==> src/rtl/instruction_fetch.sv <==
// Fetch stage: owns the PC, drives the registered instruction memory and buffers returned words in a 2-entry skid FIFO.
// Optional decode back-pressure counter is enabled by defining FETCH_STALL_CNT_EN.
module instruction_fetch #(
  parameter int unsigned ADDR_W   = 6,
  parameter int unsigned DATA_W   = 32,
  parameter int unsigned RESET_PC = 0
) (
  input  logic              clk,
  input  logic              reset,
  output logic [ADDR_W-1:0] imem_address,
  input  logic [DATA_W-1:0] imem_data,
  input  logic              redirect_valid,
  input  logic [ADDR_W-1:0] redirect_pc,
  output logic              inst_valid,
  input  logic              inst_ready,
  output logic [DATA_W-1:0] inst_data,
  output logic [ADDR_W-1:0] inst_pc,
  output logic [15:0]       stall_count
);

  logic [ADDR_W-1:0] pc;
  logic [ADDR_W-1:0] inflight_pc;
  logic              inflight_q;
  logic [ADDR_W-1:0] fifo_pc   [2];
  logic [DATA_W-1:0] fifo_data [2];
  logic              rd_ptr;
  logic              wr_ptr;
  logic [1:0]        count;

  logic              pop;
  logic              push;
  logic              issue;
  logic [2:0]        occupancy;

  always_comb begin
    inst_valid   = (count != 2'd0) & ~redirect_valid;
    pop          = inst_valid & inst_ready;
    push         = inflight_q & ~redirect_valid;
    // Words held or still returning after this edge; issuing only below 2 keeps the FIFO from overflowing.
    occupancy    = {1'b0, count} + {2'b00, inflight_q} - {2'b00, pop};
    issue        = redirect_valid | (occupancy < 3'd2);
    imem_address = redirect_valid ? redirect_pc : pc;
    inst_data    = fifo_data[rd_ptr];
    inst_pc      = fifo_pc[rd_ptr];
  end

  always_ff @(posedge clk or negedge reset) begin
    if (!reset) begin
      pc          <= ADDR_W'(RESET_PC);
      inflight_pc <= '0;
      inflight_q  <= 1'b0;
      rd_ptr      <= 1'b0;
      wr_ptr      <= 1'b0;
      count       <= '0;
      for (int unsigned i = 0; i < 2; i++) begin
        fifo_pc[i]   <= '0;
        fifo_data[i] <= '0;
      end
    end else if (redirect_valid) begin
      rd_ptr      <= 1'b0;
      wr_ptr      <= 1'b0;
      count       <= '0;
      inflight_pc <= redirect_pc;
      inflight_q  <= 1'b1;
      pc          <= redirect_pc + ADDR_W'(1);
    end else begin
      if (push) begin
        fifo_pc[wr_ptr]   <= inflight_pc;
        fifo_data[wr_ptr] <= imem_data;
        wr_ptr            <= ~wr_ptr;
      end
      if (pop) begin
        rd_ptr <= ~rd_ptr;
      end
      count <= count + {1'b0, push} - {1'b0, pop};
      if (issue) begin
        inflight_q  <= 1'b1;
        inflight_pc <= pc;
        pc          <= pc + ADDR_W'(1);
      end else begin
        inflight_q  <= 1'b0;
      end
    end
  end

`ifdef FETCH_STALL_CNT_EN
  logic [15:0] stall_q;

  always_ff @(posedge clk or negedge reset) begin
    if (!reset) begin
      stall_q <= '0;
    end else if ((count != 2'd0) && !inst_ready && !redirect_valid && (stall_q != '1)) begin
      stall_q <= stall_q + 16'd1;
    end
  end

  always_comb stall_count = stall_q;
`else
  always_comb stall_count = '0;
`endif

endmodule

==> config.mk <==
export PLATFORM = sky130hd
export DESIGN_NAME = instruction_fetch
export DESIGN_NICKNAME = d
export VERILOG_FILES = /design/src/rtl/instruction_fetch.sv
export SDC_FILE = /design/constraint.sdc
export NUM_CORES = 1
export LEC_CHECK = 0
export CAP_MARGIN = 20
export CORE_ASPECT_RATIO = 0.7
export CORE_UTILIZATION = 51
export CTS_CLUSTER_SIZE = 10
export DETAILED_ROUTE_END_ITERATION = 7
export HOLD_SLACK_MARGIN = 0.02
export PLACE_DENSITY = 0.9
export SLEW_MARGIN = 20
export SYNTH_ARGS = -nofsm -noshare
export SYNTH_HDL_FRONTEND = slang
export SYNTH_SLANG_ARGS = --single-unit
==> constraint.sdc <==
create_clock -name clk -period 3.9 [get_ports clk]
set_input_delay 0.39 -clock clk [delete_from_list [all_inputs] [get_ports clk]]
set_output_delay 0.39 -clock clk [all_outputs]
set_load 0.03 [all_outputs]
== After elaboration in Yosys (flattened, before gate mapping) ==
Cells that the tools add are included.
Cells by class
  add/subtract/negate cells: 6
  $mul: 0
  divide/modulo/power cells: 0
  magnitude comparators: 4
  eq/ne operators: 0
  shift-type cells: 0
  multiplexer cells: 24
  bitwise gates (word level): 9
  reduce and logical (&&, ||, !) cells: 6
Operator list (count)
  32-bit 2-to-1 mux: 4
  64-bit bitwise mux: 1
  6-bit 2-to-1 mux: 9
  32-bit demux with 1-bit select: 1
  6-bit by 1-bit adder with 6-bit output (second input constant): 2
  12-bit bitwise mux: 1
  2-bit nonzero test: 4
  6-bit demux with 1-bit select: 1
  1-bit 2-to-1 mux: 6
  2-bit >= comparator (second input constant): 2
  1-bit NOT with 2-bit output: 2
  2-bit by 1-bit adder with 3-bit output: 1
  1-bit AND: 3
  3-bit by 2-bit less-than comparator with 1-bit output (second input constant): 1
  1-bit NOT: 3
  3-bit by 1-bit subtractor with 3-bit output: 1
  2-bit by 1-bit adder with 2-bit output: 1
  2-bit by 1-bit less-than comparator with 1-bit output (second input constant): 1
  2-bit 2-to-1 mux: 1
  2-bit AND reduction: 1
  2-bit by 1-bit subtractor with 2-bit output: 1
  1-bit logical AND: 1
  1-bit bitwise OR: 1
Storage, ports and cells
  register bits: 93
  latch bits: 0
  memory bits (writable): 0
  bits in read-only memories: 0
  input port bits: 42
  output and inout bits: 61
  word-level logic and storage cells: 59
  memories kept: 0

== Logic depth before layout (Yosys ltp) ==
  depth after elaboration: 8
  depth in mapped cells: 12
  depth with buffers taken out: 9

== Worst setup path before layout ==
No wires, ideal clock.
  kind: input to register
  start: input port redirect_valid
  end: register pc[1]
  library setup time: 0.127 ns
  arrival time: 2.648 ns
  required time: 3.773 ns
  slack: 1.125 ns
  stages: 11
  buffers on the path: 3
  cell sequence: buf_6 > buf_4 > o21ba_2 > nand2_1 > xnor2_1 > nand2_1 > fa_1 > xnor2_1 > a21oi_4 > buf_6 > mux2_1
Between the ends
  cells in the longest elaborated chain, start to end: 7
  elaborated cells between the ends (all ways): 8
  those cells by class: 1 x add/sub; 1 x order compare; 1 x mux; 4 x bitwise; 1 x reduce/logical
Ends and longest elaborated chain
  start, declared: RTL line 12  | input logic redirect_valid,
  1-bit NOT (no line)
  1-bit AND: RTL line 36  | inst_valid = (count != 2'd0) & ~redirect_valid;
  via inst_valid: RTL line 14  | output logic inst_valid,
  1-bit AND: RTL line 37  | pop = inst_valid & inst_ready;
  3-bit by 1-bit subtractor with 3-bit output: RTL line 40  | occupancy = {1'b0, count} + {2'b00, inflight_q} - {2'b00, pop};
  3-bit by 2-bit less-than comparator with 1-bit output: RTL line 41  | issue = redirect_valid | (occupancy < 3'd2);
  1-bit bitwise OR: RTL line 41
  2-bit nonzero test (no line)
  end signal, assigned: RTL line 49  | pc <= ADDR_W'(RESET_PC);
  end signal, assigned: RTL line 65  | pc <= redirect_pc + ADDR_W'(1);
  end signal, assigned: RTL line 79  | pc <= pc + ADDR_W'(1);
  end, declared: RTL line 21  | logic [ADDR_W-1:0] pc;
The timed path passes the listed nets, and every way through them passes these cells.
A chain may end at the register's enable or synchronous reset.

== Final worst setup path ==
  start: input port redirect_valid
  end: register pc[3]
Between the ends
  cells in the longest elaborated chain, start to end: 7
  elaborated cells between the ends (all ways): 8
  those cells by class: 1 x add/sub; 1 x order compare; 1 x mux; 4 x bitwise; 1 x reduce/logical
Ends and longest elaborated chain (RTL line)
  1-bit NOT (no line)
  1-bit AND: 36
  1-bit AND: 37
  3-bit by 1-bit subtractor with 3-bit output: 40
  3-bit by 2-bit less-than comparator with 1-bit output: 41
  1-bit bitwise OR: 41
  2-bit nonzero test (no line)
Several ways; a longest one is shown, not always the timed one.

==> impl_metrics.yaml <==
status:
  outcome: "finished clean"
routing:
  vias_after_detailed_routing: 2564
  first_pass_iters: 4
  detail_route.vias_per_cell: 5.06
  drt-initial-drc-count: 62
  drt_wl_total_mm: 8.43
  antenna_violating_nets_post_route: 0
  routed_wire_length_per_instance_um: 16.6
  drc_errors: 0
clock_network:
  number_of_hold_repair_buffers_added_at_the_cts_stage: 0
  h_tree_levels: 3
  insertion_delay_ps: 330
  numCtsBuffers: 9
  cts.path.max_buffers: 2
  postCtsSetupRepairBufs: 0
  cts_resized: 0
  cts_tree: "built"
  path_clk_slew_ps: 60
  clkSinkCount: 93
  cts.root.buffer_cell: "sky130_fd_sc_hd__clkbuf_16"
timing:
  hold_violations: 0
  finalSetupViolCount: 0
  drv_slew: 0
  setup-tns-final_ps: 0
  worst_clock_skew_ps: 4.16
  post_route_clock_period_utilization_pct: 71.4
  maxClockFrequency_ghz: 0.359
  least_margin_pin_slew_ps: 960
  max-slew-margin-rel_pct: 36.0
  period_needed_ps: 2790
  worst_slack_on_hold_paths_ps: 163
  rsz0062_at_grt: "no"
grt:
  maximum_number_of_pins_on_one_net_before_global_route_repair: 71
  grtUsageTotal_pct: 20.6
  grt_antenna_before_repair: 0
  overflow: 0
  grt_pass1_wl_mm: 13.9
  grt_pass1_vias: 2718
flow_run:
  cap_violations: 0
synthesis:
  syn_area_per_cell_um2: 14.8
  seq_total_area_yosys_pct: 52.5
  synthCells: 299
  synth.distinct_cells: 35
  yosys_register_bits: 93
  synth_warnings: 0
  synth_area_um2: 4430
critical_path:
  critical_path.startpoint_type: "input port"
  critical_path_peak_fanout: 18
  type_of_destination_of_the_critical_path: "flip-flop"
  worst-endpoint-required_ps: 4120
  arrival_ps: 3000
  worst-setup-path-type: "in -> reg"
layout:
  layout-drive-gt1-share_pct: 31.8
  area.growth.synth_to_final_pct: 25.5
  post-route-util_pct: 65.8
  finish.net_count: 428
  final_antenna_diode_count: 0
  finalInstanceArea_um2: 5560
floorplanning:
  die_area_um2: 9070
  floorplan.core_area_um2: 8440
  floorplan.die.width_um: 113
  placementRows: 28
  die_h_um: 80.0
  starting_density_of_the_core_pct: 52.5
  io_pins: 103
placed_design:
  numPortBuffers: 86
  dpl_cell_area_um2: 5280
  globalplace.congestion: 0.776
  dp_hpwl_mm: 5.68
hold_path:
  hold_removal_path_class: "in -> async"
pwr:
  p_leak_nw: 2.36
  power-per-cell-area_nw_per_um2: 899
  max-vdd-ir-drop_v: 0.000566
[per-layer routing]
| layer | track usage [%] | routed length, um | up-vias |
|---|---|---|---|
| met5 | 0 | 0 | - |
| met4 | 6.71 | 88 | 0 |
| met3 | 6.30 | 458 | 10 |
| met2 | 34.3 | 4120 | 72 |
| met1 | 25.8 | 3760 | 1294 |
| li1 | - | - | 1188 |
[area by class of cell]
class	count	area, um2
Fill cell	630	2880
Sequential cell	93	2330
Multi-Input combinational cell	188	1900
Timing Repair Buffer	89	893
Clock buffer	14	274
Tap cell	120	150
Inverter	2	7.51
Clock inverter	1	5.00
[critical path, stage by stage]
cell and delay, ps:
sky130_fd_sc_hd__clkdlybuf4s50_1 450, sky130_fd_sc_hd__buf_4 220, sky130_fd_sc_hd__o21ba_2 200, sky130_fd_sc_hd__nand2_1 160
sky130_fd_sc_hd__xnor2_1 140, sky130_fd_sc_hd__nand2_1 80, sky130_fd_sc_hd__fa_1 390, sky130_fd_sc_hd__xnor2_1 170
sky130_fd_sc_hd__a21oi_4 410, sky130_fd_sc_hd__inv_2 70, sky130_fd_sc_hd__mux2_1 320
[synthesized netlist by cell type (all sizes together)]
cell	count	area [um2]
ha	2	25.0
mux2	126	1500
nor2b	1	6.26
xnor2	5	43.8
nand3	2	10.0
nand4	1	6.26
nand3b	3	35.0
conb	1	3.75
xor2	3	26.3
nor4bb	1	10.0
dfrtp	93	2330
fa	1	20.0
a22oi	1	7.51
nand2	7	26.3
nand2b	2	12.5
o21ba	1	10.0
clkbuf	2	7.51
a21o	1	7.51
nor2	5	21.3
a21oi	3	26.3
buf	29	248
o21ai	5	25.0
mux2i	1	10.0
inv	2	7.50
nand4b	1	8.76
[kinds of logic after synthesis]
| family | Yosys count | synth area share [%] |
|---|---|---|
| xor+xnor | 8 | 1.58 |
| mux | 127 | 34.0 |
| buf+inv | 33 | 5.93 |
| fa+ha+maj | 3 | 1.02 |
| flops | 93 | 52.5 |
| compound gates | 11 | 1.72 |
| simple gates | 23 | 3.08 |
| other cells | 1 | 0.0847 |
[registers in the layout, summed over array words and instances (netlist names)]
| register | count |
|---|---|
| fifo_data | 64 |
| fifo_pc | 12 |
| inflight_pc | 6 |
| pc | 6 |
| count | 2 |
| inflight_q | 1 |
| rd_ptr | 1 |
| wr_ptr | 1 |
[placed cells by master, fill, tap and decap left out, types with 2 or more instances in the layout]
| cell | Yosys | layout |
|---|---|---|
| sky130_fd_sc_hd__o21ai_0 | 2 | 2 |
| sky130_fd_sc_hd__nand3_1 | 2 | 2 |
| sky130_fd_sc_hd__clkbuf_8 | 0 | 3 |
| sky130_fd_sc_hd__dfrtp_1 | 93 | 92 |
| sky130_fd_sc_hd__mux2_2 | 79 | 79 |
| sky130_fd_sc_hd__xor2_1 | 3 | 3 |
| sky130_fd_sc_hd__nor2_1 | 4 | 4 |
| sky130_fd_sc_hd__clkbuf_1 | 2 | 2 |
| sky130_fd_sc_hd__xnor2_1 | 5 | 5 |
| sky130_fd_sc_hd__nand3b_1 | 2 | 2 |
| sky130_fd_sc_hd__conb_1 | 1 | 16 |
| sky130_fd_sc_hd__a21oi_1 | 2 | 2 |
| sky130_fd_sc_hd__clkbuf_16 | 0 | 9 |
| sky130_fd_sc_hd__nand2b_1 | 2 | 2 |
| sky130_fd_sc_hd__clkdlybuf4s50_1 | 0 | 85 |
| sky130_fd_sc_hd__buf_4 | 19 | 3 |
| sky130_fd_sc_hd__ha_1 | 2 | 2 |
| sky130_fd_sc_hd__o21ai_1 | 3 | 3 |
| sky130_fd_sc_hd__mux2_1 | 26 | 26 |
| sky130_fd_sc_hd__nand2_1 | 7 | 7 |
| sky130_fd_sc_hd__mux2_4 | 21 | 21 |
[through the flow]
step                total power [W]  instances  setup slack (ps)
CTS                         0.00505        507              1090
global placement            0.00410        492               818
global route                0.00528        507               949
finish                      0.00500        507              1110
floorplan                   0.00342        314              1130
detailed placement          0.00420        492               744
[power breakdown]
part           internal, W  switching (W)  leakage (nW)
registers          0.00145       0.000320          1.10
logic              0.00126        0.00115          1.12
clock network     0.000480       0.000337         0.139
total              0.00319        0.00181          2.36
[worst paths after layout]
path | start | end | slack, ps | depth (start not counted)
worst max-delay path | redirect_valid | pc[3]$_DFFE_PN0P_ | 1110 | 11
worst min-delay path | reset | fifo_data[40]$_DFFE_PN0P_ | 160 | 1
worst max register to register | count[1]$_DFF_PN0_ | pc[3]$_DFFE_PN0P_ | 1330 | 9
worst min register to register | fifo_data[26]$_DFFE_PN0P_ | fifo_data[26]$_DFFE_PN0P_ | 490 | 1
max in group asynchronous | reset | rd_ptr$_DFFE_PN0P_ | 2860 | 2
min in group clk | fifo_data[26]$_DFFE_PN0P_ | fifo_data[26]$_DFFE_PN0P_ | 490 | 1
Power figures use the tool's default switching activity.
